$ cat src/rtl/spike_row_scheduler_if.sv
`default_nettype none
// ============================================================================
// Module      : spike_row_scheduler_if
// Description : Per-row external spike handshake and registered spike output
//               bus of the spike row scheduler.
// Revision    : 1.0 - initial release
// ============================================================================
interface spike_row_scheduler_if #(
    parameter int NUM_SYNAPSE_ROWS = 2,
    parameter int ADDR_WIDTH       = 6
);
    logic [NUM_SYNAPSE_ROWS-1:0]                 ext_valid;
    logic [NUM_SYNAPSE_ROWS-1:0][ADDR_WIDTH-1:0] ext_addr;
    logic [NUM_SYNAPSE_ROWS-1:0]                 ext_ready;
    logic [NUM_SYNAPSE_ROWS-1:0]                 out_valid;
    logic [NUM_SYNAPSE_ROWS-1:0][ADDR_WIDTH-1:0] out_addr;
    logic [NUM_SYNAPSE_ROWS-1:0]                 out_rec;

    // Stimulus source / row consumer side.
    modport master (
        output ext_valid, ext_addr,
        input  ext_ready, out_valid, out_addr, out_rec
    );

    // Scheduler side.
    modport slave (
        input  ext_valid, ext_addr,
        output ext_ready, out_valid, out_addr, out_rec
    );
endinterface
`default_nettype wire

$ cat src/rtl/spike_row_scheduler.sv
`default_nettype none
// ============================================================================
// Module      : spike_row_scheduler
// Description : Buffers recurrent neuron spikes in per-column pending flags,
//               arbitrates each synapse row between external and recurrent
//               spikes with a fair toggle, delivers one registered spike per
//               row per cycle and counts recurrent spikes lost to collisions.
// Revision    : 1.0 - initial release
// ============================================================================
module spike_row_scheduler #(
    parameter int NUM_SYNAPSE_ROWS = 2,
    parameter int NUM_COLS         = 2,
    parameter int ADDR_WIDTH       = 6,
    parameter int REC_ADDR_BASE    = 32,
    parameter int DROP_CNT_WIDTH   = 8
) (
    input  wire                       clk,
    input  wire                       reset_n,
    spike_row_scheduler_if.slave      bus,
    input  wire  [NUM_COLS-1:0]       nrn_spike,
    output logic [DROP_CNT_WIDTH-1:0] drop_cnt,
    input  wire                       drop_clr
);
    localparam int R      = NUM_SYNAPSE_ROWS;
    // Most columns any one row owns; rows may differ by one column.
    localparam int K_MAX  = (NUM_COLS + R - 1) / R;
    localparam int RR_W   = (K_MAX > 1) ? $clog2(K_MAX) : 1;
    localparam int CNT_W  = $clog2(NUM_COLS + 1);
    localparam int SUM_W  = DROP_CNT_WIDTH + CNT_W;

    // Registered state
    logic [NUM_COLS-1:0]             r_pend;
    logic [R-1:0][RR_W-1:0]          r_rr;
    logic [R-1:0]                    r_prio;
    logic [R-1:0]                    r_out_valid;
    logic [R-1:0][ADDR_WIDTH-1:0]    r_out_addr;
    logic [R-1:0]                    r_out_rec;
    logic [DROP_CNT_WIDTH-1:0]       r_drop_cnt;

    // Per-row arbitration results
    logic [R-1:0]                    w_rec_avail;
    logic [R-1:0]                    w_grant_ext;
    logic [R-1:0]                    w_grant_rec;
    logic [R-1:0][RR_W-1:0]          w_rec_k;
    logic [R-1:0][ADDR_WIDTH-1:0]    w_rec_addr;
    logic [R-1:0][RR_W-1:0]          w_rr_next;

    // Per-column grant / drop
    logic [NUM_COLS-1:0]             w_col_grant;
    logic [NUM_COLS-1:0]             w_drop;
    logic [CNT_W-1:0]                w_drop_n;
    logic [SUM_W-1:0]                w_drop_sum;
    logic [DROP_CNT_WIDTH-1:0]       w_drop_next;

    genvar gr, gk, gc;

    generate
        for (gr = 0; gr < R; gr++) begin : g_row
            // Row gr owns columns gr, gr+R, gr+2R, ...; local index k maps to column gr+k*R.
            localparam int K_R   = (gr < NUM_COLS) ? ((NUM_COLS - gr + R - 1) / R) : 0;
            localparam int K_MOD = (K_R > 0) ? K_R : 1;

            logic [K_MAX-1:0]       w_row_pend;
            logic                   w_found;
            logic [RR_W-1:0]        w_k;
            logic [ADDR_WIDTH-1:0]  w_addr;
            logic [RR_W-1:0]        w_rr_nxt;

            for (gk = 0; gk < K_MAX; gk++) begin : g_k
                if (gr + gk * R < NUM_COLS) begin : g_in
                    assign w_row_pend[gk] = r_pend[gr + gk * R];
                end else begin : g_out
                    assign w_row_pend[gk] = 1'b0;
                end
            end

            // Round-robin pick: first pending column at or after the start pointer.
            always_comb begin
                w_found  = 1'b0;
                w_k      = '0;
                w_addr   = '0;
                w_rr_nxt = r_rr[gr];
                for (int i = 0; i < K_MAX; i++) begin
                    for (int k = 0; k < K_MAX; k++) begin
                        if (!w_found && (i < K_R) && (k < K_R) && w_row_pend[k] &&
                            (k == ((int'(r_rr[gr]) + i) % K_MOD))) begin
                            w_found  = 1'b1;
                            w_k      = RR_W'(k);
                            w_addr   = ADDR_WIDTH'(REC_ADDR_BASE + gr + k * R);
                            w_rr_nxt = RR_W'((k + 1) % K_MOD);
                        end
                    end
                end
            end

            assign w_rec_avail[gr] = w_found;
            assign w_rec_k[gr]     = w_k;
            assign w_rec_addr[gr]  = w_addr;
            assign w_rr_next[gr]   = w_rr_nxt;
            // Under contention prio selects the side: 0 = external, 1 = recurrent.
            assign w_grant_ext[gr] = bus.ext_valid[gr] && (!w_found || !r_prio[gr]);
            assign w_grant_rec[gr] = w_found && (!bus.ext_valid[gr] || r_prio[gr]);
        end

        for (gc = 0; gc < NUM_COLS; gc++) begin : g_col
            assign w_col_grant[gc] = w_grant_rec[gc % R] &&
                                     (w_rec_k[gc % R] == RR_W'(gc / R));
            // A spike on an already-pending column that is not drained this cycle is lost.
            assign w_drop[gc]      = nrn_spike[gc] && r_pend[gc] && !w_col_grant[gc];
        end
    endgenerate

    // Saturating add of all drops seen this cycle.
    always_comb begin
        w_drop_n = '0;
        for (int c = 0; c < NUM_COLS; c++) begin
            w_drop_n = w_drop_n + CNT_W'(w_drop[c]);
        end
        w_drop_sum = SUM_W'(r_drop_cnt) + SUM_W'(w_drop_n);
        if (w_drop_sum > SUM_W'({DROP_CNT_WIDTH{1'b1}})) begin
            w_drop_next = '1;
        end else begin
            w_drop_next = w_drop_sum[DROP_CNT_WIDTH-1:0];
        end
    end

    // Pending flags, arbitration state, output registers and drop counter.
    always_ff @(posedge clk or negedge reset_n) begin
        if (!reset_n) begin
            r_pend      <= '0;
            r_rr        <= '0;
            r_prio      <= '0;
            r_out_valid <= '0;
            r_out_addr  <= '0;
            r_out_rec   <= '0;
            r_drop_cnt  <= '0;
        end else begin
            // A new spike re-arms the flag even when the column is granted this cycle.
            r_pend     <= nrn_spike | (r_pend & ~w_col_grant);
            r_drop_cnt <= drop_clr ? '0 : w_drop_next;
            for (int r = 0; r < R; r++) begin
                if (w_grant_ext[r] || w_grant_rec[r]) begin
                    r_out_valid[r] <= 1'b1;
                    r_out_addr[r]  <= w_grant_rec[r] ? w_rec_addr[r] : bus.ext_addr[r];
                    r_out_rec[r]   <= w_grant_rec[r];
                end else begin
                    r_out_valid[r] <= 1'b0;
                end
                if (w_grant_rec[r]) begin
                    r_rr[r] <= w_rr_next[r];
                end
                if (bus.ext_valid[r] && w_rec_avail[r]) begin
                    r_prio[r] <= ~r_prio[r];
                end
            end
        end
    end

    assign bus.ext_ready = w_grant_ext & {R{reset_n}};
    assign bus.out_valid = r_out_valid;
    assign bus.out_addr  = r_out_addr;
    assign bus.out_rec   = r_out_rec;
    assign drop_cnt      = r_drop_cnt;

endmodule
`default_nettype wire

$ cat src/flat_wrapper.sv
// flat-port wrapper written by rule: the top's interface ports become plain ports
module spike_row_scheduler_flat 
#(
    parameter int NUM_SYNAPSE_ROWS = 2,
    parameter int NUM_COLS         = 2,
    parameter int ADDR_WIDTH       = 6,
    parameter int REC_ADDR_BASE    = 32,
    parameter int DROP_CNT_WIDTH   = 8
)
  (clk, reset_n, nrn_spike, drop_cnt, drop_clr, bus_ext_valid, bus_ext_addr, bus_ext_ready, bus_out_valid, bus_out_addr, bus_out_rec);
  spike_row_scheduler_if #(.NUM_SYNAPSE_ROWS(NUM_SYNAPSE_ROWS), .ADDR_WIDTH(ADDR_WIDTH)) bus_i ();
  input  wire clk;
  input  wire reset_n;
  input  wire  [NUM_COLS-1:0] nrn_spike;
  output logic [DROP_CNT_WIDTH-1:0] drop_cnt;
  input  wire drop_clr;
  input wire logic [$bits(bus_i.ext_valid)-1:0] bus_ext_valid;
  input wire logic [$bits(bus_i.ext_addr)-1:0] bus_ext_addr;
  output wire logic [$bits(bus_i.ext_ready)-1:0] bus_ext_ready;
  output wire logic [$bits(bus_i.out_valid)-1:0] bus_out_valid;
  output wire logic [$bits(bus_i.out_addr)-1:0] bus_out_addr;
  output wire logic [$bits(bus_i.out_rec)-1:0] bus_out_rec;
  assign bus_i.ext_valid = bus_ext_valid;
  assign bus_i.ext_addr = bus_ext_addr;
  assign bus_ext_ready = bus_i.ext_ready;
  assign bus_out_valid = bus_i.out_valid;
  assign bus_out_addr = bus_i.out_addr;
  assign bus_out_rec = bus_i.out_rec;
  spike_row_scheduler #(.NUM_SYNAPSE_ROWS(NUM_SYNAPSE_ROWS), .NUM_COLS(NUM_COLS), .ADDR_WIDTH(ADDR_WIDTH), .REC_ADDR_BASE(REC_ADDR_BASE), .DROP_CNT_WIDTH(DROP_CNT_WIDTH)) u_core (.clk(clk), .reset_n(reset_n), .bus(bus_i), .nrn_spike(nrn_spike), .drop_cnt(drop_cnt), .drop_clr(drop_clr));
endmodule
$ cat config.mk
export PLATFORM = sky130hd
export DESIGN_NAME = spike_row_scheduler_flat
export DESIGN_NICKNAME = d
export VERILOG_FILES = /design/src/rtl/spike_row_scheduler_if.sv /design/src/rtl/spike_row_scheduler.sv /design/src/flat_wrapper.sv
export SDC_FILE = /design/constraint.sdc
export NUM_CORES = 1
export LEC_CHECK = 0
export ABC_AREA = 1
export CAP_MARGIN = 10
export CORE_MARGIN = 10
export CORE_UTILIZATION = 40
export DETAILED_ROUTE_END_ITERATION = 10
export PLACE_DENSITY = 0.84
export SLEW_MARGIN = 20
export SYNTH_ARGS = -nofsm -noshare
export SYNTH_HDL_FRONTEND = slang
export SYNTH_SLANG_ARGS = --single-unit
$ cat constraint.sdc
create_clock -name clk -period 3.7 [get_ports clk]
set_input_delay 0.555 -clock clk [delete_from_list [all_inputs] [get_ports clk]]
set_output_delay 0.555 -clock clk [all_outputs]
set_load 0.05 [all_outputs]
==> metrics.md, run 1 <==
| Metric | Value |
|---|---|
| Status | `complete, no violations` |
| Critical-path maximum fanout | `9` |
| First-pass GRT wire length | `5299 um` |
| Area Growth Syn to Fin | `41.06%` |
| Peak supply drop | `0.0002781 V` |
| Worst slew pin tran | `0.5269 ns` |
| Clk sinks | `28` |
| Skew final | `0.009199 ns` |
| Fin crit share | `0.7371` |
| Routed Antenna Nets | `0` |
| M1 GR Usage | `0.1094` |
| Gr usage total | `0.1074` |
| Die area | `5842 um2` |
| Final Power | `0.0008447 W` |
| Cells after Synth | `146` |
| Tmin final | `2.727 ns` |
| Setup TNS Final | `0 ns` |
| Reg2reg setup slack | `1.41 ns` |
| Final hold viol count | `0` |
| Hold depth | `2` |
| Core area | `3053 um2` |
| Grt ovf | `0` |
| Share of the synthesized area in the top cell type | `0.5501` |
| Required @ worst endpoint | `3.94 ns` |
| Setup bufs post-CTS | `0` |
| Storage cell area | `700.7 um2` |
| Post-CTS Hold Buffers | `0` |
| CP dominant cell by count | `inv_1` |
| Avg Cell Area, Syn | `8.724 um2` |
| Io pins | `45` |
| Setup crit start kind | `input port` |
| Crit path cell chain | `clkdlybuf4s50_1 > inv_1 > o21ai_2 > nand3_1 > fa_1 > inv_1 > ha_1 > nand2_1 > nor2_1 > nand2_2 > a21oi_1` |
| Largest cells by area after synthesis | `dfrtp_1 55%, nand2_1 11%, inv_1 8.0%, nand3_1 6.7%, o21ai_0 3.1%` |
| Number of global-route vias before repair | `1191` |
| GR Util met3 | `0.03892` |
| Leakage | `0.8497 nW` |
| Fmax | `366.7 MHz` |
| RD Place Congestion | `0.8268` |
| Antenna Cells | `0` |
| HPWL after detailed placement | `2412 um` |
| Rows | `20` |
| Max-slew headroom | `0.6477` |
| Port Buffers | `44` |
| Setup violators final | `0` |
| Sequential area share after synthesis | `0.5501` |
| Power density cells | `470.2 nW/um2` |
| CP peak stage delay | `0.55 ns` |
| Fraction of final layout cells sized beyond drive strength 1 | `0.07216` |
| Critical path's slowest cell | `clkdlybuf4s50_1` |
| CTS H-tree lvls | `1` |
| Kind of critical path | `input port to flip-flop` |
| Post-Route WL | `3012 um` |
| R2r endpoint | `u_core.drop_cnt[1]` |
| Initial DRC count | `35` |
| Final nets | `216` |
| Hold WC Path Type | `flip-flop to flip-flop` |
| Worst hold endpoint | `u_core.bus.out_addr[10]` |
| Met2 usage | `0.1913` |
| Largest net degree at the start of global routing | `29` |
| Drt wl/cell | `12.66 um` |
| Area of the multi-input gates | `456.7 um2` |
| Cts bufs inserted | `3` |
| Initial antenna violation count | `0` |
| Final worst setup slack | `0.9728 ns` |
| Drt pass-1 iters | `4` |
| Die height | `76.43 um` |
| CTS tree | `yes` |
| Reg-to-reg critical path startpoint | `u_core.r_prio[0]` |
| Via count | `1102` |
| HP Start | `u_core.bus.out_addr[10]` |
| Max_cap viols | `0` |
| Clk Latency, worst-skew pair | `0.32 ns` |
| Clock root buffer master | `clkbuf_4` |
| Worst path arrival time | `2.97 ns` |
| Resized Gates After CTS | `0` |
| Clk slew on worst S/H paths | `0.13 ns` |
| Setup WS pre-CTS | `0.6668 ns` |
| Initial Utilization | `0.4172` |
| RSZ-0062 raised after global routing | `false` |
| Yosys top cell by area | `dfrtp_1` |
| # fillers | `295` |
| Vias/cell | `4.630` |
| DRC | `0` |
| GR peak layer | `met2` |
| YS warnings | `0` |
| Cell area after synthesis | `1274 um2` |
| Slew Viols, Final | `0` |
| Netlist cell types | `19` |
| Die Wd | `76.43 um` |
| Critical path endpoint category | `flip-flop` |
| Max clock buf depth | `2` |
| FF+latch count, synth | `28` |
| Post-Syn Nets | `167` |
| Worst reg2reg path depth | `9` |
==> metal layers <==
layer / vias up / routed length (um)
met5: - / 0
met1: 509 / 1203
li1: 556 / -
met2: 31 / 1526
met4: 0 / 67
met3: 6 / 215
==> power breakdown <==
group	leakage (nW)	internal, W	switching [W]
Clock	0.0210	0.0000601	0.0000837
Sequential	0.347	0.000349	0.0000295
Combinational	0.482	0.000107	0.000215
Total	0.850	0.000516	0.000328
==> placed cells by master (no fill, tap or decap) <==
| master | synthesis | final |
|---|---|---|
| o21ai_0 | 8 | 8 |
| buf_4 | 0 | 3 |
| ha_1 | 1 | 1 |
| clkdlybuf4s50_1 | 0 | 42 |
| xnor2_1 | 1 | 1 |
| nor2_1 | 7 | 7 |
| o21ai_2 | 3 | 3 |
| clkbuf_8 | 0 | 1 |
| nor2_2 | 1 | 1 |
| a31oi_1 | 1 | 1 |
| o21bai_1 | 2 | 2 |
| a21oi_1 | 6 | 6 |
| nand2_1 | 36 | 36 |
| nand2_2 | 1 | 1 |
| inv_1 | 27 | 27 |
| inv_2 | 1 | 1 |
| o21ai_4 | 1 | 1 |
| o211ai_1 | 3 | 3 |
| nand3_1 | 17 | 17 |
| dfrtp_1 | 28 | 28 |
| clkbuf_4 | 0 | 3 |
| fa_1 | 1 | 1 |
==> worst max path at each step <==
| stage | start | end | slack [ns] | cells after the start |
|---|---|---|---|---|
| after floorplan | bus_ext_valid[0] | u_core.drop_cnt[5] | 1.47 | 12 |
| after global placement | bus_ext_valid[0] | u_core.drop_cnt[6] | 0.73 | 11 |
| final | bus_ext_valid[0] | u_core.drop_cnt[1] | 0.97 | 11 |
| after CTS | bus_ext_valid[0] | u_core.drop_cnt[1] | 0.98 | 11 |
| after detailed placement | bus_ext_valid[0] | u_core.drop_cnt[5] | 0.67 | 13 |
| after global routing | bus_ext_valid[0] | u_core.drop_cnt[6] | 0.71 | 11 |
==> cells by family after synthesis <==
kind of cell,share of synthesized area
AOI/OAI and AO/OA,0.1228
xor gates and xnor gates,0.006877
adders and majority gates,0.02554
buffers and inverters,0.09135
DFF,0.5501
and+or+nand+nor,0.2033
==> cells in the mapped netlist <==
master,instances
o211ai_1,3
o21ai_0,8
inv_2,1
o21bai_1,2
a21oi_1,6
a31oi_1,1
o21ai_2,3
fa_1,1
o21ai_4,1
ha_1,1
nand3_1,17
dfrtp_1,28
inv_1,27
nor2_1,7
nand2_2,1
buf_6,1
nor2_2,1
nand2_1,36
xnor2_1,1
==> critical path, delay by kind of cell <==
kind,cells,cell delay [ns]
AND/OR/NAND/NOR,4,0.55
buffers and inverters,3,0.74
AO/OA/AOI/OAI,2,0.50
adder cells (fa/ha/maj),2,0.62
==> area by class of cell <==
class | count | area share
clock buffers | 4 | 0.02020
inverters | 28 | 0.05850
multi-input cells | 89 | 0.2542
flip-flops and latches | 28 | 0.3900
well taps | 44 | 0.03064
repair buffers | 45 | 0.2465
==> per-stage QoR <==
step | hold slack [ns] | std cells | utilization | area [um2]
finish | 0.5025 | 238 | 0.5885 | 1797
floorplan | 0.2594 | 146 | - | 1274
global route | 0.5288 | 238 | 0.5885 | 1797
CTS | 0.5074 | 238 | 0.5885 | 1797
global placement | 0.4653 | 234 | 0.5766 | 1760
detailed placement | 0.4718 | 234 | 0.5766 | 1760
==> flip-flops by register name, indices dropped and copies added, names as in the netlist <==
register / count
u_core.bus.out_addr: 12
u_core.drop_cnt: 8
u_core.bus.out_rec: 2
u_core.bus.out_valid: 2
u_core.r_pend: 2
u_core.r_prio: 2
No activity file was read; power rests on OpenSTA's default activity.
==> run 2, diff against run 1 <==
PLACE_DENSITY = 0.87   (was 0.84)
clock period = 2.5 ns   (was 3.7 ns; I/O delays follow)
==> metrics.md, run 2 (same netlist as run 1, synthesis figures left out) <==
| Metric | Value |
|---|---|
| Initial Utilization | `0.4172 (unchanged)` |
| First-pass GRT wire length | `5388 um (was 5299 um)` |
| Power density cells | `677.0 nW/um2 (was 470.2 nW/um2)` |
| Placed insts | `238 (was 234)` |
| Skew final | `0.009807 ns (was 0.009199 ns)` |
| Resized Gates After CTS | `0 (unchanged)` |
| Required @ worst endpoint | `2.77 ns (was 3.94 ns)` |
| Io pins | `45 (unchanged)` |
| Fin crit share | `0.8714` |
| Max clock buf depth | `2 (unchanged)` |
| Most frequent cells in the layout | `42 x clkdlybuf4s50_1, 36 x nand2_1, 28 x dfrtp_1 (unchanged)` |
| Clk slew on worst S/H paths | `0.15 ns (was 0.13 ns)` |
| Drt pass-1 iters | `4 (unchanged)` |
| Crit path launch | `bus_ext_valid[0] (unchanged)` |
| Fraction of final layout cells sized beyond drive strength 1 | `0.08629 (was 0.07216)` |
| # fillers | `269 (was 295)` |
| Via count | `1102 (unchanged)` |
| Setup crit start kind | `input port (unchanged)` |
| CTS H-tree lvls | `1 (unchanged)` |
| Post-Route WL | `3138 um (was 3012 um)` |
| Die Wd | `76.43 um (unchanged)` |
| Initial antenna violation count | `0 (unchanged)` |
| Grt ovf | `0 (unchanged)` |
| Number of flip-flops in the largest register | `12 (unchanged)` |
| Peak supply drop | `0.0002047 V (was 0.0002781 V)` |
| Clock root buffer master | `clkbuf_4 (unchanged)` |
| Most common cell after layout, fill and taps aside | `clkdlybuf4s50_1 (unchanged)` |
| Number of global-route vias before repair | `1114 (was 1191)` |
| Gr usage total | `0.1133 (was 0.1074)` |
| Status | `complete, no violations (unchanged)` |
| Tmin final | `2.179 ns` |
| HPWL after detailed placement | `2460 um (was 2412 um)` |
| Critical-path maximum fanout | `7 (was 9)` |
| Die area | `5842 um2 (unchanged)` |
| Final Power | `0.001244 W (was 0.0008447 W)` |
| Kind of critical path | `input port to flip-flop (unchanged)` |
| Rows | `20 (unchanged)` |
| Final worst setup slack | `0.3215 ns (was 0.9728 ns)` |
| Worst path arrival time | `2.45 ns (was 2.97 ns)` |
| Hold WC Path Type | `input port to asynchronous set/reset pin (was flip-flop to flip-flop)` |
| Non-Filler Instances | `241 (was 238)` |
| Reg2reg setup slack | `0.45 ns (was 1.41 ns)` |
| Port Buffers | `44 (unchanged)` |
| Setup bufs post-CTS | `0 (unchanged)` |
| Antenna Cells | `0 (unchanged)` |
| Final nets | `220 (was 216)` |
| Leakage | `0.8683 nW (was 0.8497 nW)` |
| Worst reg2reg path depth | `9 (unchanged)` |
| Core area | `3053 um2 (unchanged)` |
| CTS tree | `yes (unchanged)` |
| Largest net degree at the start of global routing | `29 (unchanged)` |
| Critical Path End | `u_core.drop_cnt[6] (was u_core.drop_cnt[1])` |
| Area Growth Syn to Fin | `44.30% (was 41.06%)` |
| Post-CTS Hold Buffers | `0 (unchanged)` |
| Clk sinks | `28 (unchanged)` |
| Drt wl/cell | `13.02 um (was 12.66 um)` |
| R2r endpoint | `u_core.drop_cnt[6] (was u_core.drop_cnt[1])` |
| DRC | `0 (unchanged)` |
| Slew Viols, Final | `0 (unchanged)` |
| Setup violators final | `0 (unchanged)` |
| RD Place Congestion | `0.8322 (was 0.8268)` |
| Reg-to-reg critical path startpoint | `u_core.r_prio[0] (unchanged)` |
| Final hold viol count | `0 (unchanged)` |
| Critical path endpoint category | `flip-flop (unchanged)` |
| Worst slew pin tran | `0.5162 ns (was 0.5269 ns)` |
| Max-slew headroom | `0.6548 (was 0.6477)` |
| Clk Latency, worst-skew pair | `0.33 ns (was 0.32 ns)` |
| RSZ-0062 raised after global routing | `false (unchanged)` |
| Routed Antenna Nets | `0 (unchanged)` |
| Die height | `76.43 um (unchanged)` |
| Vias/cell | `4.573 (was 4.630)` |
| Initial DRC count | `41 (was 35)` |
| Cts bufs inserted | `3 (unchanged)` |
| Max_cap viols | `0 (unchanged)` |
| Fmax | `459.0 MHz` |
| Setup WS pre-CTS | `-0.02122 ns (was 0.6668 ns)` |
## run 2: cell types whose count changed in the layout (fill, tap and decap cells not counted), sizes merged
cell and change:
buf +4, clkbuf -1
## run 2: per-layer routing
layer  wire (um)  global-route usage
met1        1419              0.1353
met2        1495              0.1862
met3         148             0.01887
met4          74             0.06691
met5           0                   0
## run 2: power breakdown
group	total (W)	switching (W)	internal, W
Sequential	0.000559	0.0000428	0.000516
Combinational	0.000497	0.000321	0.000175
Clock	0.000189	0.000132	0.0000567
## run 2: how the worst min path moves through the flow
stage                                      start                     end  slack, ns  depth (start not counted)
final                                    reset_n        u_core.r_prio[0]       0.45                          2
after global routing                     reset_n        u_core.r_pend[0]       0.48                          2
after CTS                                reset_n   u_core.bus.out_rec[0]       0.47                          2
after detailed placement  u_core.bus.out_addr[9]  u_core.bus.out_addr[9]       0.47                          2
after global placement    u_core.bus.out_addr[8]  u_core.bus.out_addr[8]       0.47                          2
after floorplan                          reset_n  u_core.bus.out_addr[0]       0.08                          0
## run 2: final cells by class
type	count	area (um2)	share of cell area
clock buffers	3	22.52	0.01225
inverters	28	105.1	0.05718
multi-input cells	89	456.7	0.2485
flip-flops and latches	28	700.7	0.3812
well taps	44	55.05	0.02995
repair buffers	49	498.0	0.2709
## run 2: metrics by stage
step	utilization	hold WS, ns	area [um2]	setup TNS, ns
after floorplan	-	0.07941	1274	0
after global placement	0.5947	0.4679	1815	0
after detailed placement	0.5947	0.4710	1815	-0.04537
after CTS	0.6020	0.4664	1838	0
after global routing	0.6020	0.4842	1838	0
final	0.6020	0.4460	1838	0
## run 2: critical path, stage by stage
cell and delay (ns):
clkdlybuf4s50_1 0.48, inv_1 0.08, o21ai_2 0.13, nand3_1 0.11
fa_1 0.43, inv_1 0.09, ha_1 0.18, nand2_1 0.13
nor2_1 0.14, nand2_2 0.12, a21oi_1 0.17
==> run 3, diff against run 2 <==
PLACE_DENSITY = 0.84   (was 0.87)
clock period = 2.28 ns   (was 2.5 ns; I/O delays follow)
==> metrics.md, run 3 (same netlist as run 1, synthesis figures left out) <==
| Metric | Value |
|---|---|
| Non-Filler Instances | `246 (was 241)` |
| Initial antenna violation count | `0 (unchanged)` |
| Clk sinks | `28 (unchanged)` |
| Rows | `20 (unchanged)` |
| First-pass GRT wire length | `5499 um (was 5388 um)` |
| Buf/Inv on CP | `4 (was 3)` |
| Critical path's slowest cell | `clkdlybuf4s50_1 (unchanged)` |
| Max_cap viols | `0 (unchanged)` |
| Cts bufs inserted | `3 (unchanged)` |
| Area Growth Syn to Fin | `47.94% (was 44.30%)` |
| Crit path cell chain | `clkdlybuf4s50_1 > inv_1 > o21ai_2 > nand3_1 > fa_1 > inv_1 > ha_1 > nand2_1 > nor2_2 > nand2_2 > nand3_1 > nand2_1 > inv_1 (was clkdlybuf4s50_1 > inv_1 > o21ai_2 > nand3_1 > fa_1 > inv_1 > ha_1 > nand2_1 > nor2_1 > nand2_2 > a21oi_1)` |
| Met2 usage | `0.1964 (was 0.1862)` |
| Clk Latency, worst-skew pair | `0.32 ns (was 0.33 ns)` |
| Io pins | `45 (unchanged)` |
| Hold WC Path Type | `input port to asynchronous set/reset pin (unchanged)` |
| Most common cell after layout, fill and taps aside | `clkdlybuf4s50_1 (unchanged)` |
| Largest delay share family, worst path | `buffers and inverters (unchanged)` |
| CP peak stage delay | `0.48 ns (about the same)` |
| Die area | `5842 um2 (unchanged)` |
| Slew Viols, Final | `0 (unchanged)` |
| Via count | `1134 (was 1102)` |
| Final hold viol count | `0 (unchanged)` |
| GR peak layer | `met2 (unchanged)` |
| DRC | `0 (unchanged)` |
| GR Util met3 | `0.02358 (was 0.01887)` |
| Setup violators final | `0 (unchanged)` |
| Clk slew on worst S/H paths | `0.14 ns (was 0.15 ns)` |
| M1 GR Usage | `0.1283 (was 0.1353)` |
| Cell Int Power | `0.0008612 W (was 0.0007484 W)` |
| Fin crit share | `0.9097` |
| Worst slew pin tran | `0.5161 ns (was 0.5162 ns)` |
| Setup crit start kind | `input port (unchanged)` |
| Placed insts | `242 (was 238)` |
| RSZ-0062 raised after global routing | `false (unchanged)` |
| Sw Ratio | `0.3868 (was 0.3986)` |
| Die Wd | `76.43 um (unchanged)` |
| Clock root buffer master | `clkbuf_4 (unchanged)` |
| Drt wl/cell | `12.99 um (was 13.02 um)` |
| # fillers | `259 (was 269)` |
| Final nets | `224 (was 220)` |
| Post-Route WL | `3195 um (was 3138 um)` |
| Placed Area | `1846 um2 (was 1815 um2)` |
| Skew final | `0.002854 ns (was 0.009807 ns)` |
| Initial Utilization | `0.4172 (unchanged)` |
| Gr usage total | `0.1125 (was 0.1133)` |
| Leakage | `0.8947 nW (was 0.8683 nW)` |
| Required @ worst endpoint | `2.56 ns (was 2.77 ns)` |
| CTS tree | `yes (unchanged)` |
| NetSw | `0.0005432 W (was 0.0004960 W)` |
| Grt ovf | `0 (unchanged)` |
| Number of flip-flops in the largest register | `12 (unchanged)` |
| Antenna Cells | `0 (unchanged)` |
| Routed Antenna Nets | `0 (unchanged)` |
| Critical-path maximum fanout | `7 (unchanged)` |
| Port Buffers | `44 (unchanged)` |
| CTS H-tree lvls | `1 (unchanged)` |
| Status | `complete, no violations (unchanged)` |
| Die height | `76.43 um (unchanged)` |
| RD Place Congestion | `0.8508 (was 0.8322)` |
| Worst path arrival time | `2.35 ns (was 2.45 ns)` |
| Part of the power in registers | `0.437 (was 0.449)` |
| Reg2reg setup slack | `0.29 ns (was 0.45 ns)` |
| Drt pass-1 iters | `4 (unchanged)` |
| Peak supply drop | `0.0003724 V (was 0.0002047 V)` |
| Number of global-route vias before repair | `1166 (was 1114)` |
| Max-slew headroom | `0.6549 (was 0.6548)` |
| Critical path endpoint category | `flip-flop (unchanged)` |
| Fmax | `482.1 MHz` |
| Initial DRC count | `59 (was 41)` |
| Resized Gates After CTS | `0 (unchanged)` |
| Power density cells | `745.3 nW/um2 (was 677.0 nW/um2)` |
| Cell area after layout | `1884 um2 (was 1838 um2)` |
| Most frequent cells in the layout | `42 x clkdlybuf4s50_1, 36 x nand2_1, 28 x dfrtp_1 (unchanged)` |
| Clock Power Share | `0.168 (was 0.152)` |
| Setup bufs post-CTS | `0 (unchanged)` |
| Kind of critical path | `input port to flip-flop (unchanged)` |
| Post-CTS Hold Buffers | `0 (unchanged)` |
| Vias/cell | `4.610 (was 4.573)` |
| Largest net degree at the start of global routing | `29 (unchanged)` |
| Max clock buf depth | `2 (unchanged)` |
| HPWL after detailed placement | `2554 um (was 2460 um)` |
| Core area | `3053 um2 (unchanged)` |
| Comb pwr share | `0.395 (was 0.399)` |
| Fraction of final layout cells sized beyond drive strength 1 | `0.1139 (was 0.08629)` |
| Tmin final | `2.074 ns` |
| CP dominant cell by count | `inv_1 (unchanged)` |
==> run 3: changes by cell type in the layout (fill, tap and decap cells not counted) <==
| cell | before | now |
|---|---|---|
| nor2_2 | 1 | 2 |
| nor2_1 | 7 | 6 |
| buf_4 | 5 | 9 |
| clkbuf_8 | 0 | 1 |
==> run 3: final timing paths <==
| kind | startpoint | to | cells past startpoint |
|---|---|---|---|
| setup / recovery | bus_ext_valid[0] | u_core.drop_cnt[5] | 13 |
| hold / removal | reset_n | u_core.bus.out_addr[7] | 2 |
| setup reg to reg | u_core.r_prio[0] | u_core.drop_cnt[5] | 11 |
| hold reg to reg | u_core.bus.out_rec[1] | u_core.bus.out_rec[1] | 2 |
| max in group asynchronous | reset_n | u_core.bus.out_valid[0] | 2 |
| min in group clk | u_core.bus.out_rec[1] | u_core.bus.out_rec[1] | 2 |
==> run 3: cell type report <==
type / count / area [um2] / share of cell area
flip-flops and latches: 28 / 700.7 / 0.3718
repair buffers: 53 / 528.0 / 0.2802
well taps: 44 / 55.05 / 0.02922
clock buffers: 4 / 36.28 / 0.01926
multi-input cells: 89 / 459.2 / 0.2437
inverters: 28 / 105.1 / 0.05578
==> run 3: metal layers <==
layer / vias to the layer above / part of all wire
li1: 567 / -
met1: 532 / 0.42
met2: 31 / 0.51
met3: 4 / 0.051
met4: 0 / 0.018
met5: - / 0
==> run 3: worst reg2reg max path: stages (launching register included) <==
cell and delay, ns:
dfrtp_1 0.44, o21ai_2 0.16, nand3_1 0.12, fa_1 0.43
inv_1 0.09, ha_1 0.16, nand2_1 0.12, nor2_2 0.12
nand2_2 0.11, nand3_1 0.10, nand2_1 0.05, inv_1 0.05
==> run 3: through the flow <==
stage	setup WS [ns]	total power (W)	hold WS, ns	TNS (ns)	utilization
after floorplan	0.2423	0.0009513	0.04641	0	-
after global placement	-0.06613	0.001171	0.4646	-0.3500	0.6045
after detailed placement	-0.1564	0.001184	0.4724	-0.9388	0.6045
after CTS	0.1790	0.001421	0.4755	0	0.6164
after global routing	0.02363	0.001479	0.4902	0	0.6172
final	0.2059	0.001404	0.4582	0	0.6172
==> run 3: power groups by stage <==
stage / Clock [W] / Combinational (W) / Sequential (W)
2_1_floorplan: 0 / 0.000134 / 0.000818
3_3_place_gp: 0 / 0.000552 / 0.000619
3_5_place_dp: 0 / 0.000562 / 0.000622
4_1_cts: 0.000244 / 0.000563 / 0.000614
5_1_grt: 0.000262 / 0.000595 / 0.000622
6_report: 0.000236 / 0.000555 / 0.000614
